## src/rtl/note_track_if.sv

```systemverilog
// Bundle of control pulses, player keys, song ROM port and score/draw outputs
// shared between a note_track core (slave) and whatever drives it (master).
interface note_track_if;
    logic        load_song;
    logic [1:0]  song_sel;
    logic        load_note;
    logic        shift;
    logic        logic_in;
    logic        reset_score;
    logic [3:0]  keys;
    logic [7:0]  song_addr;
    logic [4:0]  song_data;
    logic [3:0]  row_sel;
    logic [3:0]  row_data;
    logic        songdone;
    logic [11:0] score;
    logic [7:0]  misses;
    logic [5:0]  combo;

    modport master (
        output load_song, song_sel, load_note, shift, logic_in, reset_score,
               keys, song_data, row_sel,
        input  song_addr, row_data, songdone, score, misses, combo
    );

    modport slave (
        input  load_song, song_sel, load_note, shift, logic_in, reset_score,
               keys, song_data, row_sel,
        output song_addr, row_data, songdone, score, misses, combo
    );
endinterface

```

## src/rtl/note_track.sv

```systemverilog
// Falling-note rhythm tracker: a 16x4 grid fed row by row from an external song ROM,
// with hit judging, saturating score/miss counters. Define COMBO_EN for combo scoring.
module note_track (
    input  logic        clock,
    input  logic        resetn,
    note_track_if.slave bus
);

    logic [3:0]  grid [16];
    logic [3:0]  grid_n [16];
    logic [3:0]  next_row, next_row_n;
    logic [5:0]  index, index_n;
    logic [1:0]  song_sel_reg, song_sel_n;
    logic        end_seen, end_seen_n;
    logic [3:0]  hit_latch, hit_n;
    logic [3:0]  armed, armed_n;
    logic [11:0] score, score_n;
    logic [7:0]  misses, misses_n;
    logic        songdone, songdone_n;
`ifdef COMBO_EN
    logic [5:0]  combo, combo_n;
`endif

    logic [3:0]  miss_vec;
    logic [2:0]  miss_cnt;
    logic [8:0]  miss_sum;
    logic [3:0]  pts;
    logic [12:0] score_sum;
    logic        grid_empty;

    // A lane is armed once its key has been seen low; reset_score disarms so a held key must be re-pressed.
    always_comb begin
        for (int r = 0; r < 16; r++) begin
            grid_n[r] = grid[r];
        end
        next_row_n   = next_row;
        index_n      = index;
        song_sel_n   = song_sel_reg;
        end_seen_n   = end_seen;
        hit_n        = hit_latch;
        score_n      = score;
        misses_n     = misses;
`ifdef COMBO_EN
        combo_n      = combo;
`endif
        armed_n      = (bus.reset_score ? 4'b0000 : armed) | ~bus.keys;
        miss_vec     = grid[15] & ~hit_latch;
        miss_cnt     = {2'b00, miss_vec[0]} + {2'b00, miss_vec[1]}
                     + {2'b00, miss_vec[2]} + {2'b00, miss_vec[3]};
        miss_sum     = {1'b0, misses} + {6'b000000, miss_cnt};
        pts          = 4'd1;
        score_sum    = '0;
        grid_empty   = 1'b1;

        if (bus.load_song) begin
            for (int r = 0; r < 16; r++) begin
                grid_n[r] = 4'b0000;
            end
            next_row_n = 4'b0000;
            index_n    = 6'd0;
            song_sel_n = bus.song_sel;
            end_seen_n = 1'b0;
            hit_n      = 4'b0000;
            score_n    = 12'd0;
            misses_n   = 8'd0;
`ifdef COMBO_EN
            combo_n    = 6'd0;
`endif
        end else if (bus.shift) begin
            for (int r = 15; r > 0; r--) begin
                grid_n[r] = grid[r-1];
            end
            grid_n[0]  = next_row;
            next_row_n = 4'b0000;
            hit_n      = 4'b0000;
            misses_n   = (miss_sum > 9'd255) ? 8'hFF : miss_sum[7:0];
`ifdef COMBO_EN
            if (miss_cnt != 3'd0) begin
                combo_n = 6'd0;
            end
`endif
        end else if (bus.load_note) begin
            if (!end_seen) begin
                index_n = index + 6'd1;
                if (bus.song_data[4] || index == 6'd63) begin
                    end_seen_n = 1'b1;
                    next_row_n = 4'b0000;
                end else begin
                    next_row_n = bus.song_data[3:0];
                end
            end else begin
                next_row_n = 4'b0000;
            end
        end else if (bus.logic_in) begin
            // Lanes are judged in order so each hit sees the combo left by the previous one.
            for (int l = 0; l < 4; l++) begin
                if (grid[15][l] && bus.keys[l] && !hit_latch[l] && armed[l]) begin
                    hit_n[l] = 1'b1;
`ifdef COMBO_EN
                    pts = 4'd1 + {1'b0, combo_n[5:3]};
                    if (combo_n != 6'd63) begin
                        combo_n = combo_n + 6'd1;
                    end
`endif
                    score_sum = {1'b0, score_n} + {9'd0, pts};
                    score_n   = (score_sum > 13'd4095) ? 12'hFFF : score_sum[11:0];
                end
            end
        end

        for (int r = 0; r < 16; r++) begin
            if (grid_n[r] != 4'b0000) begin
                grid_empty = 1'b0;
            end
        end
        songdone_n = bus.load_song ? 1'b0
                   : (songdone | (end_seen_n & grid_empty & (next_row_n == 4'b0000)));
    end

    always_ff @(posedge clock or negedge resetn) begin
        if (!resetn) begin
            for (int r = 0; r < 16; r++) begin
                grid[r] <= 4'b0000;
            end
            next_row     <= 4'b0000;
            index        <= 6'd0;
            song_sel_reg <= 2'd0;
            end_seen     <= 1'b0;
            hit_latch    <= 4'b0000;
            armed        <= 4'b0000;
            score        <= 12'd0;
            misses       <= 8'd0;
            songdone     <= 1'b0;
`ifdef COMBO_EN
            combo        <= 6'd0;
`endif
        end else begin
            for (int r = 0; r < 16; r++) begin
                grid[r] <= grid_n[r];
            end
            next_row     <= next_row_n;
            index        <= index_n;
            song_sel_reg <= song_sel_n;
            end_seen     <= end_seen_n;
            hit_latch    <= hit_n;
            armed        <= armed_n;
            score        <= score_n;
            misses       <= misses_n;
            songdone     <= songdone_n;
`ifdef COMBO_EN
            combo        <= combo_n;
`endif
        end
    end

    assign bus.song_addr = {song_sel_reg, index};
    assign bus.row_data  = grid[bus.row_sel];
    assign bus.songdone  = songdone;
    assign bus.score     = score;
    assign bus.misses    = misses;
`ifdef COMBO_EN
    assign bus.combo     = combo;
`else
    assign bus.combo     = 6'd0;
`endif

endmodule

```

## src/flat_wrapper.sv

```systemverilog
// flat-port wrapper written by rule: the top's interface ports become plain ports
module note_track_flat 
  (clock, resetn, bus_load_song, bus_song_sel, bus_load_note, bus_shift, bus_logic_in, bus_reset_score, bus_keys, bus_song_data, bus_row_sel, bus_song_addr, bus_row_data, bus_songdone, bus_score, bus_misses, bus_combo);
  note_track_if bus_i ();
  input  logic clock;
  input  logic resetn;
  input wire logic [$bits(bus_i.load_song)-1:0] bus_load_song;
  input wire logic [$bits(bus_i.song_sel)-1:0] bus_song_sel;
  input wire logic [$bits(bus_i.load_note)-1:0] bus_load_note;
  input wire logic [$bits(bus_i.shift)-1:0] bus_shift;
  input wire logic [$bits(bus_i.logic_in)-1:0] bus_logic_in;
  input wire logic [$bits(bus_i.reset_score)-1:0] bus_reset_score;
  input wire logic [$bits(bus_i.keys)-1:0] bus_keys;
  input wire logic [$bits(bus_i.song_data)-1:0] bus_song_data;
  input wire logic [$bits(bus_i.row_sel)-1:0] bus_row_sel;
  output wire logic [$bits(bus_i.song_addr)-1:0] bus_song_addr;
  output wire logic [$bits(bus_i.row_data)-1:0] bus_row_data;
  output wire logic [$bits(bus_i.songdone)-1:0] bus_songdone;
  output wire logic [$bits(bus_i.score)-1:0] bus_score;
  output wire logic [$bits(bus_i.misses)-1:0] bus_misses;
  output wire logic [$bits(bus_i.combo)-1:0] bus_combo;
  assign bus_i.load_song = bus_load_song;
  assign bus_i.song_sel = bus_song_sel;
  assign bus_i.load_note = bus_load_note;
  assign bus_i.shift = bus_shift;
  assign bus_i.logic_in = bus_logic_in;
  assign bus_i.reset_score = bus_reset_score;
  assign bus_i.keys = bus_keys;
  assign bus_i.song_data = bus_song_data;
  assign bus_i.row_sel = bus_row_sel;
  assign bus_song_addr = bus_i.song_addr;
  assign bus_row_data = bus_i.row_data;
  assign bus_songdone = bus_i.songdone;
  assign bus_score = bus_i.score;
  assign bus_misses = bus_i.misses;
  assign bus_combo = bus_i.combo;
  note_track u_core (.clock(clock), .resetn(resetn), .bus(bus_i));
endmodule
```

## config.mk

```make
export PLATFORM = sky130hd
export DESIGN_NAME = note_track_flat
export DESIGN_NICKNAME = d
export VERILOG_FILES = /design/src/rtl/note_track_if.sv /design/src/rtl/note_track.sv /design/src/flat_wrapper.sv
export SDC_FILE = /design/constraint.sdc
export NUM_CORES = 1
export LEC_CHECK = 0
export CORE_MARGIN = 2
export CORE_UTILIZATION = 29
export CTS_CLUSTER_SIZE = 28
export DETAILED_ROUTE_END_ITERATION = 8
export GPL_TIMING_DRIVEN = 0
export SLEW_MARGIN = 30
export SYNTH_ARGS = -nofsm -noshare
export SYNTH_HDL_FRONTEND = slang
export SYNTH_SLANG_ARGS = --single-unit
```

## constraint.sdc

```tcl
create_clock -name clock -period 6.6 [get_ports clock]
set_clock_uncertainty 0.2 [all_clocks]
set_input_delay 0.66 -clock clock [delete_from_list [all_inputs] [get_ports clock]]
set_output_delay 0.66 -clock clock [all_outputs]
set_load 0.1 [all_outputs]
```

==> summary.txt, run 1 <==
final setup vio count = 0
Multi-input gate area = 0.00415 mm^2
Chip Height = 160 um
library cells used by synthesis = 79
leak pwr = 3.50 nW
Max VDD drop = 0.000110 V
largest net degree at the start of global routing = 69
Rows = 57
Final Core Density = 34.8%
fin crit share = 92.7%
# clock sinks = 106
Worst-path clk slew = 0.08 ns
vias in the first global route = 6003
Ys Warns = 0
layout cell share with drive strength beyond 1 = 10.7%
Tmin final = 6.12 ns
relative slew slack = 32.7%
drt via density = 5.33
top-area cell type share of the netlist area = 37.5%
Arr. time, crit path = 6.17 ns
TritonCTS clock tree = yes
largest area contributor in the netlist = dfrtp_1
Final Power = 1.36 mW
GRT Resource Usage Total = 16.0%
Worst setup EP type = flop
PwrDens = 162 mW/mm^2
Syn Std Cell Area = 0.00708 mm^2
critical-path maximum fanout = 9
CP required = 6.66 ns
Hold Path Class = flop to flop
status = finished clean
core footprint = 0.0241 mm^2
drt wl/cell = 17.6 um
IO Count = 61
post-synthesis area per instance = 9.34 um^2
sequential area share after synthesis = 37.5%
Synth async-reset ratio = 100%
ANT cells = 0
global-route wire length before repair = 33100 um
drt total wl = 20400 um
die area = 0.0257 mm^2
Fillers = 2508
gpl congestion = 0.919
cts bufs inserted = 9
CTS Buffer Depth = 2
post-detail-place hpwl = 15100 um
RSZ-0062 raised after global routing = no
CTS Root Cell = clkbuf_16
Clk Latency, worst-skew pair = 0.36 ns
Crit Path Class = flop to flop
Slew Viols, Final = 0
Top FF cell, synth = dfrtp_1
Post-Place Cell Area = 0.00805 mm^2
Nets = 865
Hold Violations, Final = 0
max reg flops = 64
DRC violations left = 0
Worst Max-Slew Pin Slew = 1.01 ns
grt total ovfl = 0
Top Registers = u_core.grid x64, u_core.bus.score x12, u_core.bus.misses x8
Die W = 160 um
Initial Util = 29.4%
drt pass-1 iters = 5
Vias = 6181
Biggest register = u_core.grid
post-route ant nets = 0
H-tree depth = 3
Design Area, Final = 0.00840 mm^2
# port buffers = 51
Max Cap Violations = 0
Reg area = 0.00266 mm^2
Fmax = 164 MHz
Area growth syn-to-layout = 18.6%
1st-iter DRT viols = 537
Post-Synthesis Cells = 758
synth top area cells = dfrtp_1, mux2i_1, mux4_2
startpoint class of the critical path = flop
Post-synth EDFFs = 0
synthesis-stage register bit count = 106
initial antenna violation count = 0
report_power, final:
group          internal, mW  total (mW)  switching, mW
Clock                 0.268       0.553          0.285
Combinational        0.0435       0.147          0.104
Sequential            0.655       0.660        0.00478
Total                 0.966        1.36          0.393
routing by layer:
layer,wire [um],vias up,GRT usage [%],share of wire [%]
met3,878,23,2.52,4.3
met5,0,-,0,0
met2,9490,179,25.7,47
met4,344,0,4.10,1.7
met1,9660,3032,22.7,47
li1,-,2947,-,-
final timing paths:
kind / start / endpoint / slack [ns] / depth (start not counted)
worst max-delay path: u_core.bus.score[0] / u_core.bus.score[6] / 0.48 / 23
worst min register to register: u_core.hit_latch[3] / u_core.hit_latch[3] / 0.30 / 2
worst min-delay path: u_core.hit_latch[3] / u_core.hit_latch[3] / 0.30 / 2
min in group asynchronous: resetn / u_core.grid[31] / 0.56 / 2
max in group asynchronous: resetn / u_core.bus.score[1] / 4.98 / 3
worst max register to register: u_core.bus.score[0] / u_core.bus.score[6] / 0.48 / 23
per-stage QoR:
| step | std cells | worst slack (ns) | hold slack, ns | TNS [ns] |
|---|---|---|---|---|
| 2_1_floorplan | 763 | 0.522 | 0.164 | 0 |
| 3_3_place_gp | 1138 | -0.550 | 0.278 | -3.01 |
| 3_5_place_dp | 1139 | -0.444 | 0.285 | -1.91 |
| 4_1_cts | 1156 | 0.101 | 0.304 | 0 |
| 5_1_grt | 1159 | 0.0650 | 0.332 | 0 |
| 6_report | 1159 | 0.484 | 0.301 | 0 |
cell usage in the layout (no fill, tap or decap), types with 5 or more instances in the layout:
master           instances
a21o_1                   9
a21oi_1                 35
a311oi_1                 8
a31oi_1                 10
a32o_1                   5
and2_1                   7
buf_1                    5
buf_2                    8
buf_4                   13
clkbuf_1                25
clkbuf_16                9
clkdlybuf4s50_1         50
conb_1                   6
dfrtp_1                104
ha_1                    10
inv_1                   19
mux2i_1                 74
mux4_2                  20
nand2_1                 49
nand2b_1                 9
nand3_1                 19
nand4_1                 15
nor2_1                 116
nor2b_1                 11
nor3_1                  14
nor4_1                  26
o211ai_1                 5
o21a_1                   7
o21ai_0                 26
o21ai_1                 10
or3_1                    5
xor2_1                   7
final cells by class:
class                      count  area share [%]
clock inverter                 7           0.834
sequential                   106            31.6
buffer                        49            2.82
tap                          324            4.83
multi-input combinational    588            49.4
timing repair buffer          57            6.94
clock buffer                   9            2.68
inverter                      19           0.849
critical path: stages, from the launching register on:
cell	delay (ns)
dfrtp_2	0.49
ha_1	0.25
nand4_2	0.26
or3_1	0.43
clkbuf_1	0.19
a31oi_1	0.29
ha_1	0.29
o211ai_2	0.23
nor4_4	0.48
buf_4	0.18
a21oi_1	0.07
a211o_1	0.42
nor2_2	0.30
nand3_1	0.31
nand3_1	0.17
o21ai_0	0.14
inv_1	0.09
ha_1	0.18
o21ai_0	0.14
a21oi_1	0.24
and4_1	0.22
buf_4	0.17
nor3_1	0.07
o31ai_1	0.21
cells in the mapped netlist, types with 3 or more instances:
library cell    n
nand2_1        49
a21o_1          9
a21oi_2         3
or3_1           5
mux2_2          3
dfrtp_1       106
a31oi_1        10
o32ai_1         3
mux2i_1        74
a311oi_1        8
nor2_1        116
a32o_1          5
buf_4           9
o211ai_1        5
clkbuf_1       26
o21ai_1        10
or4_1           3
o31ai_1         4
nand3_1        19
buf_1           6
ha_1           11
a21oi_1        35
and3_1          4
inv_1          19
nor2b_1        11
o41a_1          3
o21ai_0        26
mux4_2         20
nor3_2          3
nand4_1        15
xor2_1          7
nand2b_1        9
xnor2_1         4
and2_1          7
buf_2           7
o21a_1          7
a211oi_1        3
nor3_1         14
nor4_1         26
logic make-up (layout without fill, tap and decap cells):
| kind of cell | count (synthesis) | after routing | synth area share (%) |
|---|---|---|---|
| XOR/XNOR | 11 | 11 | 1.36 |
| adder cells (fa/ha/maj) | 13 | 13 | 2.51 |
| multiplexers | 99 | 99 | 17.6 |
| AND/OR/NAND/NOR | 301 | 301 | 21.2 |
| flip-flops | 106 | 106 | 37.5 |
| AO/OA/AOI/OAI | 158 | 158 | 15.4 |
| buffers and inverters | 69 | 141 | 4.38 |
| other | 1 | 6 | 0.0530 |
what timing repair did:
item                                    4_1_cts  5_1_grt
hold buffers                                  1        0
buffers inserted                              0        4
resized for setup                             2        3
pin swaps                                     0        3
endpoints found under the setup margin        4       12
hold endpoints to repair                     38        0
cloned                                        0        0
Power figures use the tool's default switching activity.
==> run 2: changes to the inputs <==
--- a/config.mk
+++ b/config.mk
@@ -5,11 +5,12 @@
 export SDC_FILE = /design/constraint.sdc
 export NUM_CORES = 1
 export LEC_CHECK = 0
+export CAP_MARGIN = 20
 export CORE_MARGIN = 2
 export CORE_UTILIZATION = 29
 export CTS_CLUSTER_SIZE = 28
 export DETAILED_ROUTE_END_ITERATION = 8
-export GPL_TIMING_DRIVEN = 0
+export SKIP_CTS_REPAIR_TIMING = 1
 export SLEW_MARGIN = 30
 export SYNTH_ARGS = -nofsm -noshare
 export SYNTH_HDL_FRONTEND = slang
==> run 2 against run 1 <==
Sequential share of layout area increased by 0.75 points. Clock power decreased by 5.1%. Global-route usage decreased by 0.69 points. Flip-flop and latch count unchanged. Final area decreased by 2.4%. Setup slack got worse by 0.038 ns.
==> summary.txt, run 2 (synthesized netlist as in run 1, its figures left out) <==
IO Count = 61 (unchanged)
leak pwr = 3.40 nW (-2.9%)
cts bufs inserted = 9 (unchanged)
Clock power frac = 39.8% (-0.8 points)
PwrDens = 161 mW/mm^2 (-0.52%)
gpl congestion = 0.901 (-1.9%)
TritonCTS clock tree = yes
Nets = 828 (-4.3%)
Area growth syn-to-layout = 15.8%
ANT cells = 0 (unchanged)
core footprint = 0.0241 mm^2 (unchanged)
Final Power = 1.32 mW (-2.9%)
Critical Path Sink = u_core.bus.score[6]
global-route wire length before repair = 31900 um (-3.6%)
Clk Latency, worst-skew pair = 0.35 ns (about the same)
Worst setup EP type = flop
Worst-path clk slew = 0.08 ns (about the same)
largest net degree at the start of global routing = 73 (+5.8%)
Hold Violations, Final = 0 (unchanged)
Post-Place Cell Area = 0.00791 mm^2 (-1.7%)
final std cells w/o fill = 1122 (-3.2%)
Die W = 160 um (unchanged)
startpoint class of the critical path = flop
Crit Path Class = flop to flop
initial antenna violation count = 1 (+1)
Biggest register = u_core.grid
die area = 0.0257 mm^2 (unchanged)
Multi-input gate area = 0.00414 mm^2 (-0.21%)
Arr. time, crit path = 6.20 ns (+0.03 ns)
Final Core Density = 34.0% (-0.84 points)
post-detail-place hpwl = 14100 um (-6.8%)
Int Pwr = 957 uW (-0.95%)
PnR worst setup slack = 0.447 ns (-0.0376 ns)
cells on worst reg2reg path = 21 (-8.7%)
Slew Viols, Final = 0 (unchanged)
GRT Resource Usage Total = 15.3% (-0.69 points)
Switching Power = 363 uW (-7.8%)
Post-Place Setup Slack = 0.354 ns (+0.799 ns)
status = finished clean
drt via density = 5.44 (+2.1%)
Tmin final = 6.15 ns (+0.0376 ns)
grt total ovfl = 0 (unchanged)
reg2reg setup slack = 0.45 ns (-0.04 ns)
DRC violations left = 0 (unchanged)
drt pass-1 iters = 7 (+2)
layout cell share with drive strength beyond 1 = 9.77% (-0.88 points)
Comb pwr share = 10.2% (-0.6 points)
# port buffers = 54 (+5.9%)
most common cell after layout, fill and taps aside = nor2_1
Fillers = 2513 (+0.20%)
Fmax = 163 MHz (-0.61%)
reg2reg end = u_core.bus.score[6]
CTS Root Cell = clkbuf_16
CP required = 6.65 ns (about the same)
Placed Cells = 1106 (-2.9%)
relative slew slack = 32.0% (-0.70 points)
Rows = 57 (unchanged)
Reg area = 0.00265 mm^2 (about the same)
Reg power frac = 50.0% (+1.5 points)
Design Area, Final = 0.00819 mm^2 (-2.4%)
Chip Height = 160 um (unchanged)
vias in the first global route = 5887 (-1.9%)
Final Hold Slack = 0.0597 ns (-0.241 ns)
Max Cap Violations = 0 (unchanged)
final setup vio count = 0 (unchanged)
Vias = 6107 (-1.2%)
critical-path maximum fanout = 10 (+1)
Initial Util = 29.4% (unchanged)
Hold Path Class = input port to asynchronous set/reset pin
# clock sinks = 106 (unchanged)
setup TNS = 0 ns (unchanged)
switch share = 27.5% (-1.4 points)
commonest cells after routing, fill and taps aside = nor2_1, dfrtp_1, mux2i_1
Worst Max-Slew Pin Slew = 1.02 ns (+0.0104 ns)
DR WL met3 = 940 um (+7.1%)
wl on met1 = 9390 um (-2.8%)
fin crit share = 93.2% (+0.57 points)
RSZ-0062 raised after global routing = no
drt total wl = 19400 um (-4.8%)
1st-iter DRT viols = 677 (+26%)
drt wl/cell = 17.3 um (-1.7%)
Max VDD drop = 0.000110 V (+0.85%)
CTS Buffer Depth = 2 (unchanged)
H-tree depth = 3 (unchanged)
Top Layer Used = met5
max reg flops = 64 (unchanged)
Reg-to-Reg Start = u_core.bus.score[0]
Top Registers = u_core.grid x64, u_core.bus.score x12, u_core.bus.misses x8
Setup crit start = u_core.bus.score[0]
met2 wire len = 8670 um (-8.7%)
post-route ant nets = 0 (unchanged)
-- run 2: cell count changes in the layout (fill, tap and decap cells not counted), sizes merged --
cell           change
clkinvlp           -1
dlygate4sd3        -1
clkbuf            -24
clkdlybuf4s50      +1
clkinv             -1
buf               -11
-- run 2: how the worst min path moves through the flow --
stage,start,cells past startpoint,endpoint
5_1_grt,resetn,1,u_core.grid[40]
6_report,resetn,1,u_core.grid[32]
4_1_cts,resetn,1,u_core.grid[40]
3_3_place_gp,u_core.hit_latch[3],2,u_core.hit_latch[3]
3_5_place_dp,u_core.bus.songdone,2,u_core.bus.songdone
2_1_floorplan,resetn,0,u_core.armed[0]
-- run 2: cell type report --
| type | instances | area share [%] |
|---|---|---|
| clock buffer | 11 | 2.84 |
| multi-input combinational | 588 | 50.5 |
| inverter | 19 | 0.870 |
| sequential | 106 | 32.4 |
| clock inverter | 5 | 0.534 |
| tap | 324 | 4.95 |
| timing repair buffer | 69 | 7.89 |
-- run 2: power groups by stage --
stage	clock [mW]	combinational (mW)	sequential (mW)
3_5_place_dp	0	0.136	0.673
6_report	0.525	0.134	0.660
4_1_cts	0.537	0.136	0.660
3_3_place_gp	0	0.136	0.673
2_1_floorplan	0	0.0667	0.698
5_1_grt	0.566	0.144	0.661
-- run 2: worst max-delay path, stage by stage (launching register included) --
cell	delay [ns]
dfrtp_1	0.53
ha_1	0.32
nand4_2	0.31
or3_1	0.57
a31oi_1	0.31
ha_1	0.28
o211ai_2	0.21
or4_1	0.62
o21ai_1	0.19
o22a_1	0.19
ha_2	0.31
o211ai_1	0.15
nor4_2	0.15
buf_4	0.18
o21ai_0	0.07
nand2_1	0.12
ha_1	0.17
o21ai_0	0.15
a21oi_1	0.18
and4_1	0.49
nor3_1	0.12
o31ai_1	0.23
-- run 2: per-layer routing --
metal  global-route usage, %  vias to the layer above
met5                       0                        -
met4                    4.38                        2
met3                    2.26                       31
met2                    23.5                      182
met1                    22.5                     3025
li1                        -                     2867
==> run 3: changes to the inputs <==
--- a/config.mk
+++ b/config.mk
@@ -11,7 +11,7 @@
 export CTS_CLUSTER_SIZE = 28
 export DETAILED_ROUTE_END_ITERATION = 8
 export SKIP_CTS_REPAIR_TIMING = 1
-export SLEW_MARGIN = 30
+export SLEW_MARGIN = 10
 export SYNTH_ARGS = -nofsm -noshare
 export SYNTH_HDL_FRONTEND = slang
 export SYNTH_SLANG_ARGS = --single-unit
==> run 3 against run 2 <==
Setup slack worse by 0.0034 ns. First-iteration DRC count is 0.59% lower. Critical path depth stayed put. Utilization about the same. Final area hardly changed. Combinational power about the same. Critical endpoint unchanged.
==> summary.txt, run 3 (synthesized netlist as in run 1, its figures left out) <==
final setup vio count = 0 (unchanged)
die area = 0.0257 mm^2 (unchanged)
Vias = 6112 (+0.082%)
gpl congestion = 0.901 (unchanged)
Rows = 57 (unchanged)
Multi-input gate area = 0.00414 mm^2 (unchanged)
Reg power frac = 50.0% (about the same)
# port buffers = 54 (unchanged)
Tmin final = 6.16 ns (+0.00337 ns)
most common cell after layout, fill and taps aside = nor2_1
IO Count = 61 (unchanged)
CTS Buffer Depth = 2 (unchanged)
Hold Path Class = input port to asynchronous set/reset pin
Chip Height = 160 um (unchanged)
reg2reg end = u_core.bus.score[6]
switch share = 27.5% (about the same)
Worst-path clk slew = 0.08 ns (about the same)
Clk Latency, worst-skew pair = 0.35 ns (about the same)
CP required = 6.65 ns (about the same)
TritonCTS clock tree = yes
post-detail-place hpwl = 14100 um (unchanged)
Worst Max-Slew Pin Slew = 1.02 ns (+0.0000240 ns)
Design Area, Final = 0.00819 mm^2 (about the same)
max reg flops = 64 (unchanged)
Clock power frac = 39.8% (about the same)
Fillers = 2514 (+0.040%)
drt via density = 5.45 (about the same)
final std cells w/o fill = 1122 (unchanged)
commonest cells after routing, fill and taps aside = nor2_1, dfrtp_1, mux2i_1
1st-iter DRT viols = 673 (-0.59%)
Reg-to-Reg Start = u_core.bus.score[0]
most frequent CP cell = ha_1
Crit Path Class = flop to flop
grt total ovfl = 0 (unchanged)
Area growth syn-to-layout = 15.7% (about the same)
Initial Util = 29.4% (unchanged)
reg2reg setup slack = 0.44 ns (about the same)
Die W = 160 um (unchanged)
drt pass-1 iters = 5 (-2)
Crit path buffers/inverters = 1 (unchanged)
Critical-path top delay cell = or4_1
RSZ-0062 raised after global routing = no
Placed Cells = 1106 (unchanged)
Switching Power = 363 uW (about the same)
Slew Viols, Final = 0 (unchanged)
setup TNS = 0 ns (unchanged)
Post-Place Cell Area = 0.00791 mm^2 (unchanged)
CP top delay family = simple AND/OR/NAND/NOR gates
drt wl/cell = 17.3 um (about the same)
leak pwr = 3.40 nW (about the same)
cts bufs inserted = 9 (unchanged)
Max VDD drop = 0.000110 V (about the same)
cells on worst reg2reg path = 21 (unchanged)
Reg area = 0.00265 mm^2 (unchanged)
global-route wire length before repair = 31900 um (unchanged)
fin crit share = 93.3% (about the same)
Biggest register = u_core.grid
critical-path maximum fanout = 10 (unchanged)
Fmax = 162 MHz (about the same)
relative slew slack = 32.0% (about the same)
Nets = 828 (unchanged)
Worst setup EP type = flop
drt total wl = 19400 um (about the same)
DRC violations left = 0 (unchanged)
post-route ant nets = 0 (unchanged)
status = finished clean
startpoint class of the critical path = flop
# clock sinks = 106 (unchanged)
CP Cell Sequence = ha_1 -> nand4_2 -> or3_1 -> a31oi_1 -> ha_1 -> o211ai_2 -> or4_1 -> o21ai_1 -> o22a_1 -> ha_2 -> o211ai_1 -> nor4_2 -> buf_4 -> o21ai_0 -> nand2_1 -> ha_1 -> o21ai_0 -> a21oi_1 -> and4_1 -> nor3_1 -> o31ai_1
core footprint = 0.0241 mm^2 (unchanged)
Max Cap Violations = 0 (unchanged)
largest net degree at the start of global routing = 73 (unchanged)
Top Registers = u_core.grid x64, u_core.bus.score x12, u_core.bus.misses x8
layout cell share with drive strength beyond 1 = 9.77% (unchanged)
Int Pwr = 957 uW (about the same)
H-tree depth = 3 (unchanged)
ANT cells = 0 (unchanged)
PwrDens = 161 mW/mm^2 (about the same)
worst stage delay on the critical path = 0.62 ns (about the same)
vias in the first global route = 5887 (unchanged)
Arr. time, crit path = 6.21 ns (about the same)
Comb pwr share = 10.2% (about the same)
Hold Violations, Final = 0 (unchanged)
CTS Root Cell = clkbuf_16
GRT Resource Usage Total = 15.3% (unchanged)
initial antenna violation count = 1 (unchanged)
run 3: changes by cell type in the layout (fill, tap and decap cells not counted):
| cell | change |
|---|---|
| buf_6 | -1 |
| buf_4 | +1 |
run 3: power groups by stage:
stage	clock, mW	combinational, mW	sequential (mW)
after floorplan	0	0.0667	0.698
after global placement	0	0.136	0.673
after detailed placement	0	0.136	0.673
after CTS	0.537	0.136	0.660
after global routing	0.566	0.144	0.661
final	0.525	0.134	0.660
run 3: layer usage:
metal  global-route usage, %  up-vias  part of all wire [%]
met3                    2.26       33                   5.0
met4                    4.38        2                   2.0
met1                    22.5     3017                    48
met5                       0        -                 0.062
met2                    23.5      189                    45
li1                        -     2871                     -
run 3: per-stage QoR:
step | power, mW | setup WS [ns] | util [%] | hold slack (ns)
floorplan | 0.764 | 0.522 | - | 0.164
global placement | 0.809 | 0.410 | 32.8 | 0.279
detailed placement | 0.809 | 0.354 | 32.8 | 0.289
CTS | 1.33 | 0.287 | 33.9 | 0.0631
global route | 1.37 | 0.0601 | 34.0 | 0.0738
finish | 1.32 | 0.443 | 34.0 | 0.0571
run 3: cell type report:
cell class | count | share of cell area (%)
Inverter | 19 | 0.871
Multi-Input combinational cell | 588 | 50.6
Clock inverter | 5 | 0.535
Timing Repair Buffer | 69 | 7.85
Clock buffer | 11 | 2.84
Sequential cell | 106 | 32.4
Tap cell | 324 | 4.95
run 3: worst reg2reg max path, cell delays in order, from the launching register on:
cell	delay [ns]
dfrtp_1	0.53
ha_1	0.32
nand4_2	0.31
or3_1	0.57
a31oi_1	0.31
ha_1	0.28
o211ai_2	0.21
or4_1	0.62
o21ai_1	0.19
o22a_1	0.19
ha_2	0.31
o211ai_1	0.15
nor4_2	0.15
buf_4	0.18
o21ai_0	0.08
nand2_1	0.12
ha_1	0.17
o21ai_0	0.15
a21oi_1	0.18
and4_1	0.49
nor3_1	0.12
o31ai_1	0.23
run 3: worst max path at each step:
stage | from | endpoint | slack (ns) | depth (start not counted)
after CTS | u_core.bus.score[0] | u_core.bus.score[10] | 0.29 | 21
after floorplan | u_core.bus.score[1] | u_core.bus.score[10] | 0.52 | 22
final | u_core.bus.score[0] | u_core.bus.score[6] | 0.44 | 21
after detailed placement | u_core.bus.score[0] | u_core.bus.score[10] | 0.35 | 21
after global placement | u_core.bus.score[0] | u_core.bus.score[10] | 0.41 | 21
after global routing | u_core.bus.score[0] | u_core.bus.score[6] | 0.06 | 21
